## src/rtl/pipe_skid_stage.sv

```systemverilog
// Pipeline register with one-entry skid buffer; out_* driven straight from the main register.
// Latency 1 cycle; in_ready is registered (!skid valid), so out_ready never reaches it combinationally.
module pipe_skid_stage #(
    parameter int CTRL_W     = 16,
    parameter int DATA_W     = 128,
    parameter int CLEAR_DATA = 1,
    parameter int CNT_W      = 16
) (
    input  logic              clk,
    input  logic              rst_n,
    input  logic              flush,
    input  logic              in_valid,
    output logic              in_ready,
    input  logic [CTRL_W-1:0] in_ctrl,
    input  logic [DATA_W-1:0] in_data,
    output logic              out_valid,
    input  logic              out_ready,
    output logic [CTRL_W-1:0] out_ctrl,
    output logic [DATA_W-1:0] out_data,
    output logic [CNT_W-1:0]  stall_cnt
);

    // Bit 0 is main-valid, bit 1 is skid-valid; 2'b10 is the unreachable encoding.
    typedef enum logic [1:0] {
        ST_EMPTY = 2'b00,
        ST_ONE   = 2'b01,
        ST_FULL  = 2'b11
    } state_t;

    state_t             state_q, state_d;
    logic [CTRL_W-1:0]  m_ctrl_q, m_ctrl_d;
    logic [DATA_W-1:0]  m_data_q, m_data_d;
    logic [CTRL_W-1:0]  s_ctrl_q, s_ctrl_d;
    logic [DATA_W-1:0]  s_data_q, s_data_d;
    logic [CNT_W-1:0]   stall_cnt_q, stall_cnt_d;

    logic m_valid;
    logic s_valid;
    logic accept;
    logic send;

    assign m_valid   = state_q[0];
    assign s_valid   = state_q[1];
    assign in_ready  = !s_valid;
    assign out_valid = m_valid;
    assign out_ctrl  = m_ctrl_q;
    assign out_data  = m_data_q;
    assign stall_cnt = stall_cnt_q;

    assign accept = in_valid && in_ready;
    assign send   = m_valid && out_ready;

    always_comb begin
        state_d  = state_q;
        m_ctrl_d = m_ctrl_q;
        m_data_d = m_data_q;
        s_ctrl_d = s_ctrl_q;
        s_data_d = s_data_q;

        if (flush) begin
            state_d  = ST_EMPTY;
            m_ctrl_d = '0;
            s_ctrl_d = '0;
            if (CLEAR_DATA != 0) begin
                m_data_d = '0;
                s_data_d = '0;
            end
        end else begin
            unique case (state_q)
                ST_EMPTY: begin
                    if (accept) begin
                        state_d  = ST_ONE;
                        m_ctrl_d = in_ctrl;
                        m_data_d = in_data;
                    end
                end
                ST_ONE: begin
                    if (accept && send) begin
                        m_ctrl_d = in_ctrl;
                        m_data_d = in_data;
                    end else if (accept) begin
                        state_d  = ST_FULL;
                        s_ctrl_d = in_ctrl;
                        s_data_d = in_data;
                    end else if (send) begin
                        // Bubbles must present all-zero control downstream.
                        state_d  = ST_EMPTY;
                        m_ctrl_d = '0;
                        if (CLEAR_DATA != 0) begin
                            m_data_d = '0;
                        end
                    end
                end
                ST_FULL: begin
                    if (send) begin
                        state_d  = ST_ONE;
                        m_ctrl_d = s_ctrl_q;
                        m_data_d = s_data_q;
                        s_ctrl_d = '0;
                        if (CLEAR_DATA != 0) begin
                            s_data_d = '0;
                        end
                    end
                end
                default: begin
                    state_d  = ST_EMPTY;
                    m_ctrl_d = '0;
                    s_ctrl_d = '0;
                end
            endcase
        end
    end

    always_comb begin
        stall_cnt_d = stall_cnt_q;
        if (m_valid && !out_ready && (stall_cnt_q != {CNT_W{1'b1}})) begin
            stall_cnt_d = stall_cnt_q + CNT_W'(1);
        end
    end

    always_ff @(posedge clk or negedge rst_n) begin
        if (!rst_n) begin
            state_q     <= ST_EMPTY;
            m_ctrl_q    <= '0;
            m_data_q    <= '0;
            s_ctrl_q    <= '0;
            s_data_q    <= '0;
            stall_cnt_q <= '0;
        end else begin
            state_q     <= state_d;
            m_ctrl_q    <= m_ctrl_d;
            m_data_q    <= m_data_d;
            s_ctrl_q    <= s_ctrl_d;
            s_data_q    <= s_data_d;
            stall_cnt_q <= stall_cnt_d;
        end
    end

`ifdef SIM
    always_ff @(posedge clk) begin
        if (rst_n) begin
            assert (state_q != 2'b10);
        end
    end
`endif

endmodule

```

## config.mk

```make
export PLATFORM = sky130hd
export DESIGN_NAME = pipe_skid_stage
export DESIGN_NICKNAME = d
export VERILOG_FILES = /design/src/rtl/pipe_skid_stage.sv
export SDC_FILE = /design/constraint.sdc
export NUM_CORES = 1
export LEC_CHECK = 0
export ABC_AREA = 1
export CAP_MARGIN = 15
export CORE_MARGIN = 4
export CORE_UTILIZATION = 35
export CTS_CLUSTER_DIAMETER = 40
export DETAILED_ROUTE_END_ITERATION = 10
export GPL_TIMING_DRIVEN = 0
export PLACE_DENSITY = 0.69
export SLEW_MARGIN = 25
export SYNTH_ARGS = -nofsm -noshare
export SYNTH_HDL_FRONTEND = slang
export SYNTH_SLANG_ARGS = --single-unit
```

## constraint.sdc

```tcl
create_clock -name clk -period 2.5 [get_ports clk]
set_clock_uncertainty 0.05 [all_clocks]
set_input_delay 0.5 -clock clk [delete_from_list [all_inputs] [get_ports clk]]
set_output_delay 0.5 -clock clk [all_outputs]
set_load 0.1 [all_outputs]
```

==> impl_metrics.py, run 1 <==
metrics = {
    "run_status": {
        "status": "finished, final reports clean",
    },
    "critical_path": {
        "reg2reg_slack_ps": 140,
        "worstPathMaxFanout": 4,
        "worstPathCellList": "clkdlybuf4s15_1",
        "worstPathArrival_ps": 1890,
        "max_stage_delay_ps": 860,
        "path_class": "flip-flop to output pin",
        "crit_buf_inv": 1,
        "worstSetupEndpointType": "output pin",
        "cp_top_family": "buffers and inverters",
        "required_ps": 1950,
        "startpoint_type": "flip-flop",
        "cp_slowest_cell": "clkdlybuf4s15_1",
    },
    "routing": {
        "ant_nets": 0,
        "viasPerCell": 4.70,
        "drc": 0,
        "drt_iter0_drc": 1119,
        "vias": 15110,
        "drt_pass1_iterations": 5,
        "drt_wl_total_mm": 49.9,
        "wl_per_cell_um": 15.5,
    },
    "logic_synthesis": {
        "netlist_top_cells_area": "dfrtp_1 50%, nand2_1 33%, nand3_1 5.3%",
        "syn_area_mm2": 0.0154,
        "yosys_warnings": 0,
        "syn_inst": 2208,
        "ys_ff_latch": 306,
        "syn_avg_cell_area_um2": 6.97,
        "synth_top_cell_by_area": "dfrtp_1",
        "seq_area_frac_synth_pct": 49.8,
        "synth_top_area_share_pct": 49.8,
        "netlist-cell-type-count": 24,
        "synth_nets": 2362,
    },
    "layout": {
        "final_layout_size_suffix_gt1_share_pct": 8.88,
        "final_area_mm2": 0.0211,
        "fin_nets": 2734,
        "final_core_util_pct": 48.8,
        "synthToLayoutAreaGrowth_pct": 37.2,
    },
    "die": {
        "start_util_pct": 35.6,
        "io_pins": 311,
        "rows": 76,
        "die_y_um": 218,
        "die_area_mm2": 0.0474,
        "die_width_um": 218,
        "core-area_mm2": 0.0433,
    },
    "timing": {
        "final.setup.worst_slack_ps": 63.0,
        "min_period_ps": 2440,
        "fin_crit_sh_pct": 97.5,
        "rsz0062_at_grt": "no",
        "tightest_slew_ps": 1060,
        "slew_headroom_pct": 29.4,
        "fmax_ghz": 0.410,
        "finalMaxSlewViolations": 0,
        "setup_violations": 0,
        "finalHoldViolCount": 0,
    },
    "placement": {
        "placed_cell_area_mm2": 0.0193,
        "portBuffers": 310,
        "gp_congestion": 0.886,
        "pre_cts_ws_ps": -118,
        "dp_hpwl_mm": 35.7,
    },
    "grt": {
        "antenna_found_initial": 9,
        "grt_pass1_vias": 15060,
        "track_usage_pct": 20.8,
        "grt_overflow": 0,
        "grt_max_degree": 89,
        "grt_pass1_wl_mm": 79.8,
    },
    "clock_tree": {
        "cts_inserted_buffers": 56,
        "cts_sinks": 306,
        "post_cts_buffers": 0,
        "cts_htree_levels": 2,
        "tritoncts": "yes",
        "clk_pin_slew_ps": 50,
        "clk_latency_ps": 590,
        "root_buffer": "clkbuf_16",
        "cts_max_path_buffers": 3,
    },
    "power": {
        "power_density_mw_per_mm2": 1460,
        "p_total_mw": 30.9,
        "leakage_nw": 12.0,
        "peakVddDrop_uv": 1110,
    },
    "worst_hold_path": {
        "hold_class": "flip-flop to flip-flop",
    },
    "run": {
        "max-cap-violations": 0,
    },
}
-- where the power goes --
group	leakage (nW)	switching, mW	internal (mW)
clock network	0.971	2.77	5.15
logic	7.00	12.2	2.97
registers	4.04	1.07	6.70
total	12.0	16.1	14.8
-- cell type report --
class / count / area [um2]
clock buffers: 64 / 1490
clock inverters: 39 / 498
inverters: 22 / 82.6
diodes: 4 / 10.0
repair buffers: 314 / 2980
flip-flops and latches: 306 / 7660
well taps: 585 / 732
plain buffers: 141 / 759
multi-input cells: 1739 / 6890
fillers: 4229 / 22200
-- worst paths after layout --
path                                                   to                      from  cells past startpoint
worst max-delay path                         stall_cnt[8]  stall_cnt[8]$_DFFE_PN0P_                      1
worst min-delay path              s_ctrl_q[7]$_DFFE_PN0P_   s_ctrl_q[7]$_DFFE_PN0P_                      2
worst max register to register  s_data_q[106]$_DFFE_PN0P_    state_q[1]$_DFFE_PN0P_                     10
worst min register to register    s_ctrl_q[7]$_DFFE_PN0P_   s_ctrl_q[7]$_DFFE_PN0P_                      2
max in group asynchronous        s_data_q[99]$_DFFE_PN0P_                     rst_n                      4
min in group asynchronous        s_data_q[51]$_DFFE_PN0P_                     rst_n                      2
-- layer usage --
layer	GRT usage (%)	up-vias	wire length (um)
li1	-	7510	-
met1	26.9	6994	20700
met2	33.5	489	23100
met3	6.35	107	4540
met4	7.04	10	1590
met5	0	-	69
-- placed cells by master, fill, tap and decap left out, types with 6 or more instances in the layout --
master | synthesis | routed
o21ai_1 | 9 | 9
bufinv_16 | 0 | 8
nor2_1 | 165 | 165
buf_4 | 33 | 34
clkbuf_2 | 0 | 10
clkinv_4 | 0 | 7
clkbuf_16 | 0 | 57
buf_2 | 62 | 60
dfrtp_1 | 306 | 306
nand3_1 | 164 | 164
clkbuf_1 | 40 | 42
clkdlybuf4s50_1 | 0 | 147
nand2_2 | 6 | 6
inv_1 | 18 | 18
xor2_1 | 7 | 7
inv_6 | 0 | 8
nand2_1 | 1366 | 1366
clkinv_2 | 0 | 10
dlygate4sd2_1 | 0 | 144
-- state kept, by name, summed over array words and instances (netlist names) --
register / flops
state_q: 2
s_data_q: 128
out_data: 128
stall_cnt: 16
s_ctrl_q: 16
out_ctrl: 16
-- worst reg2reg max path, cell delays in order, from the launching register on --
cell and delay, ps:
dfrtp_1 460, inv_1 130, ha_1 240, buf_4 190
nand2_1 90, nor2_2 60, nor2_2 120, buf_2 430
buf_2 320, nand3_1 120, nand2_1 80
-- timing repair --
action,in CTS,in global routing
hold endpoints to repair,76,0
hold buffers,1,0
gates resized for setup,178,19
endpoints found under the setup margin,170,33
-- kinds of logic (layout without fill, tap and decap cells) --
logic type / count (synthesis) / count (layout) / share of synthesized area [%]
AND/OR/NAND/NOR: 1712 / 1712 / 43.4
flip-flops: 306 / 306 / 49.8
buffers and inverters: 163 / 580 / 5.43
AO/OA/AOI/OAI: 14 / 14 / 0.529
XOR/XNOR: 8 / 8 / 0.455
adder cells (fa/ha/maj): 5 / 5 / 0.407
other: 0 / 4 / 0
-- cells in the mapped netlist --
cell type and instances:
buf_1 3, nand3_1 164, nand2_2 6, xor2_1 7, o21ai_0 2, nor2_1 165, buf_6 3, inv_2 4
nor2_2 3, o21ai_1 9, buf_2 62, buf_4 33, xnor2_1 1, nor2_4 1, ha_1 5, inv_1 18
o21ai_2 2, clkbuf_1 40, nand2_1 1366, dfrtp_1 306, a21oi_2 1, nor3_1 1, nand4_1 5, and2_1 1
-- through the flow --
| stage | hold slack [ps] | std cells | setup TNS (ps) |
|---|---|---|---|
| detailed placement | 408 | 3106 | -5970 |
| CTS | 418 | 3210 | 0 |
| global route | 434 | 3213 | 0 |
| global placement | 403 | 3103 | -3853830 |
| floorplan | 154 | 2208 | 0 |
| finish | 417 | 3214 | 0 |
(Power assumes the default switching activity.)
==> run 2, diff against run 1 <==
Settings changed: CTS_CLUSTER_DIAMETER 40 to 150.
==> impl_metrics.py, run 2 (synthesized netlist as in run 1, its figures left out) <==
metrics = {
    "run_status": {
        "status": "finished, final reports clean",
    },
    "clock_tree": {
        "clk_latency_ps": 530,
        "cts_inserted_buffers": 37,
        "root_buffer": "clkbuf_16",
        "cts_max_path_buffers": 3,
        "cts_sinks": 306,
        "cts_htree_levels": 2,
        "clk_pin_slew_ps": 50,
        "tritoncts": "yes",
        "post_cts_buffers": 0,
    },
    "critical_path": {
        "crit_buf_inv": 1,
        "max_stage_delay_ps": 910,
        "cp_top_family": "buffers and inverters",
        "worstPathCellList": "clkdlybuf4s15_1",
        "required_ps": 1950,
        "worstPathArrival_ps": 1890,
        "startpoint_type": "flip-flop",
        "reg2reg_from": "state_q[1]$_DFFE_PN0P_",
        "worstPathMaxFanout": 6,
        "worstSetupEndpointType": "output pin",
        "path_class": "flip-flop to output pin",
        "crit_start": "state_q[0]$_DFFE_PN0P_",
        "cp_slowest_cell": "clkdlybuf4s15_1",
    },
    "grt": {
        "grt_pass1_vias": 14822,
        "grt_max_degree": 89,
        "antenna_found_initial": 8,
        "grt_pass1_wl_mm": 78.6,
        "track_usage_pct": 20.6,
        "grt_overflow": 0,
    },
    "routing": {
        "viasPerCell": 4.73,
        "drt_iter0_drc": 1094,
        "drt_wl_total_mm": 49.4,
        "drc": 0,
        "wl_per_cell_um": 15.6,
        "ant_nets": 0,
        "vias": 14986,
        "drt_pass1_iterations": 5,
    },
    "worst_hold_path": {
        "hold_start": "s_ctrl_q[7]$_DFFE_PN0P_",
        "hold_class": "flip-flop to flip-flop",
    },
    "layout": {
        "final_common_cell": "nand2_1",
        "final-seq-area_mm2": 0.00766,
        "filler_cell_count": 4310,
        "final_area_mm2": 0.0203,
        "fin_nets": 2715,
        "multi_input_area_mm2": 0.00689,
        "final_layout_size_suffix_gt1_share_pct": 6.79,
        "synthToLayoutAreaGrowth_pct": 32.2,
        "final_cell_count_no_fill": 3167,
        "layout_common_cells": "1366 x nand2_1, 306 x dfrtp_1, 165 x nor2_1",
    },
    "timing": {
        "fin_crit_sh_pct": 97.5,
        "rsz0062_at_grt": "no",
        "min_period_ps": 2440,
        "tns_ps": 0,
        "tightest_slew_ps": 1070,
        "finalMaxSlewViolations": 0,
        "slew_headroom_pct": 29.0,
        "setup_violations": 0,
        "fmax_ghz": 0.410,
        "finalHoldViolCount": 0,
    },
    "die": {
        "core-area_mm2": 0.0433,
        "io_pins": 311,
        "die_width_um": 218,
        "die_area_mm2": 0.0474,
        "rows": 76,
        "die_y_um": 218,
        "start_util_pct": 35.6,
    },
    "placement": {
        "dp_cells": 3106,
        "gp_congestion": 0.886,
        "portBuffers": 310,
        "placed_cell_area_mm2": 0.0193,
        "dp_hpwl_mm": 35.7,
    },
    "run": {
        "max-cap-violations": 0,
    },
    "power": {
        "p_total_mw": 28.4,
        "peakVddDrop_uv": 1100,
        "leakage_nw": 11.7,
        "power_density_mw_per_mm2": 1400,
    },
}
## run 2: cell types whose count changed in the layout (fill, tap and decap cells not counted), sizes merged, moves of 4 or more
cell	change
bufinv	-4
clkbuf	-20
clkdlybuf4s15	-5
clkinv	-17
clkinvlp	-4
dlygate4sd2	+13
inv	-8
## run 2: where the power goes
group	total [mW]	internal [mW]	switching (mW)
combinational	15.2	2.98	12.2
clock	5.45	3.38	2.06
sequential	7.76	6.70	1.06
## run 2: worst paths after layout
kind	to	slack [ps]	depth (start not counted)
worst max-delay path	out_valid	60	1
worst min-delay path	s_ctrl_q[7]$_DFFE_PN0P_	420	2
worst max register to register	out_data[66]$_DFFE_PN0P_	140	10
worst min register to register	s_ctrl_q[7]$_DFFE_PN0P_	420	2
max in group asynchronous	out_data[105]$_DFFE_PN0P_	670	4
min in group asynchronous	s_data_q[47]$_DFFE_PN0P_	480	2
## run 2: per-stage QoR
stage | setup slack [ps] | util [%] | hold WS, ps
5_1_grt | 5.57 | 47.0 | 436
6_report | 62.2 | 47.0 | 419
2_1_floorplan | 48.1 | - | 154
3_5_place_dp | -118 | 44.6 | 408
4_1_cts | 18.6 | 47.0 | 422
3_3_place_gp | -12620 | 44.4 | 403
## run 2: metal layers
layer	track usage, %	wire length, um	vias up
li1	-	-	7431
met2	33.5	22800	442
met1	26.4	21100	7003
met3	5.98	3800	98
met5	0	79	-
met4	6.66	1590	12
## run 2: layout make-up
cell class | count | share of cell area, %
flip-flops and latches | 306 | 37.6
well taps | 585 | 3.60
diodes | 3 | 0.0369
plain buffers | 141 | 3.75
inverters | 22 | 0.406
repair buffers | 314 | 14.7
multi-input cells | 1739 | 33.9
clock inverters | 6 | 0.640
clock buffers | 51 | 5.30
## run 2: tightest hold or removal path, cell delays in order (launching register included)
cell and delay, ps:
dfrtp_1 340, nand2_1 50, nand2_1 50
## run 2: timing repair
| action | in CTS | in global routing |
|---|---|---|
| hold buffers | 1 | 0 |
| endpoints found under the hold margin | 76 | 0 |
| gates resized for setup | 167 | 7 |
| setup endpoints to repair | 172 | 24 |
==> run 3, diff against run 2 <==
Settings changed: CORE_MARGIN 4 to unset, CORE_UTILIZATION 35 to 45, CTS_CLUSTER_DIAMETER 150 to unset, PLACE_DENSITY 0.69 to 0.82.
==> impl_metrics.py, run 3 (synthesized netlist as in run 1, its figures left out) <==
metrics = {
    "run_status": {
        "status": "finished, final reports clean",
    },
    "power": {
        "leakage_nw": 11.6,
        "peakVddDrop_uv": 1330,
        "power_density_mw_per_mm2": 1390,
    },
    "routing": {
        "drt_pass1_iterations": 5,
        "drt_iter0_drc": 1039,
        "wl_per_cell_um": 15.1,
        "ant_nets": 0,
        "drc": 0,
        "vias": 15296,
        "drt_wl_total_mm": 45.9,
        "viasPerCell": 5.04,
    },
    "critical_path": {
        "worstPathArrival_ps": 1870,
        "rr_endpoint": "s_data_q[97]$_DFFE_PN0P_",
        "worstSetupEndpointType": "output pin",
        "required_ps": 1950,
        "startpoint_type": "flip-flop",
        "worstPathMaxFanout": 6,
        "cp_top_family": "buffers and inverters",
        "reg2reg_slack_ps": 210,
        "worstPathCellList": "dlygate4sd2_1",
        "crit_buf_inv": 1,
        "r2r_cells": 10,
        "reg2reg_from": "state_q[1]$_DFFE_PN0P_",
        "cp_slowest_cell": "dlygate4sd2_1",
        "max_stage_delay_ps": 910,
        "path_class": "flip-flop to output pin",
    },
    "timing": {
        "hold_ws_ps": 420,
        "finalHoldViolCount": 0,
        "min_period_ps": 2420,
        "tightest_slew_ps": 1060,
        "final.setup.worst_slack_ps": 77.8,
        "slew_headroom_pct": 29.3,
        "setup_violations": 0,
        "rsz0062_at_grt": "no",
        "finalMaxSlewViolations": 0,
        "fin_crit_sh_pct": 96.9,
        "fmax_ghz": 0.413,
    },
    "layout": {
        "filler_cell_count": 3062,
        "final_core_util_pct": 59.7,
        "layout_common_cells": "1366 x nand2_1, 306 x dfrtp_1, 165 x nor2_1",
        "multi_input_area_mm2": 0.00689,
        "final_layout_size_suffix_gt1_share_pct": 6.62,
        "final_common_cell": "nand2_1",
        "fin_nets": 2713,
        "final-seq-area_mm2": 0.00766,
        "synthToLayoutAreaGrowth_pct": 30.4,
    },
    "placement": {
        "portBuffers": 310,
        "gp_congestion": 0.888,
        "dp_hpwl_mm": 32.5,
        "pre_cts_ws_ps": -87.9,
    },
    "die": {
        "die_width_um": 187,
        "rows": 67,
        "start_util_pct": 45.8,
        "core-area_mm2": 0.0336,
        "die_area_mm2": 0.0349,
        "die_y_um": 187,
        "io_pins": 311,
    },
    "clock_tree": {
        "root_buffer": "clkbuf_16",
        "clk_pin_slew_ps": 60,
        "cts_sinks": 306,
        "cts_htree_levels": 2,
        "cts_max_path_buffers": 3,
        "clk_latency_ps": 510,
        "cts_inserted_buffers": 35,
        "tritoncts": "yes",
    },
    "grt": {
        "grt_pass1_wl_mm": 75.7,
        "antenna_found_initial": 4,
        "track_usage_pct": 26.5,
        "grt_overflow": 0,
        "grt_pass1_vias": 14916,
        "grt_max_degree": 93,
    },
    "worst_hold_path": {
        "whs_path_depth": 2,
        "hold_start": "s_data_q[75]$_DFFE_PN0P_",
        "hold_class": "flip-flop to flip-flop",
        "hold_end": "s_data_q[75]$_DFFE_PN0P_",
    },
    "run": {
        "max-cap-violations": 0,
    },
}
[run 3: cell types whose count changed in the layout (fill, tap and decap cells not counted)]
cell             before  now
clkbuf_1             43   50
buf_2                59   61
clkdlybuf4s15_1       3    0
diode_2               3    1
clkbuf_4              2    0
dlygate4sd2_1       157  161
clkbuf_8             10    6
bufinv_16             4    1
clkbuf_2              2    0
clkinv_2              2    7
[run 3: repair_timing]
item,4_1_cts,5_1_grt
gates cloned,0,0
hold endpoints to repair,50,0
hold buffers,1,0
resized for setup,164,2
endpoints found under the setup margin,162,100
setup buffers,0,0
[run 3: metal layers]
layer	global-route usage, %	part of all wire (%)
met1	35.0	43
met2	44.4	47
met3	4.73	7.1
met4	8.20	2.9
met5	0	0.083
[run 3: cell type report]
| class | count | area share (%) |
|---|---|---|
| inverter | 22 | 0.412 |
| buffer | 141 | 3.77 |
| antenna | 1 | 0.0125 |
| clock buffer | 53 | 5.21 |
| clock inverter | 8 | 0.324 |
| sequential | 306 | 38.2 |
| multi-input combinational | 1739 | 34.4 |
| tap | 448 | 2.79 |
| timing repair buffer | 314 | 15.0 |
[run 3: how the worst max path moves through the flow]
stage | startpoint | endpoint | slack, ps | cells past startpoint
finish | state_q[0]$_DFFE_PN0P_ | out_valid | 80 | 1
detailed placement | out_ready | out_data[103]$_DFFE_PN0P_ | -90 | 11
floorplan | state_q[1]$_DFFE_PN0P_ | s_data_q[100]$_DFFE_PN0P_ | 50 | 10
global route | state_q[0]$_DFFE_PN0P_ | out_valid | 7 | 1
global placement | rst_n | out_data[109]$_DFFE_PN0P_ | -12220 | 1
CTS | state_q[0]$_DFFE_PN0P_ | out_valid | 40 | 1
[run 3: worst reg2reg max path: stages, from the launching register on]
cell and delay (ps):
dfrtp_1 450, inv_1 130, ha_1 230, buf_4 180, nand2_1 80, nor2_2 60, nor2_2 120, buf_2 410
buf_2 310, nand3_1 110, nand2_1 90
[run 3: report_power, final]
part	total (mW)	switching (mW)	internal, mW
clock	5.02	2.04	2.98
combinational	15.1	12.1	2.97
sequential	7.78	1.08	6.70
[run 3: through the flow]
step                      area, um2  total power, mW  instances   TNS, ps
final                         20100             27.9       3032         0
after global routing          20100             29.3       3031         0
after CTS                     20100             28.0       3031         0
after detailed placement      19100             23.7       2969     -5640
after global placement        19000             23.4       2966  -3734780
after floorplan               15400             19.4       2208         0
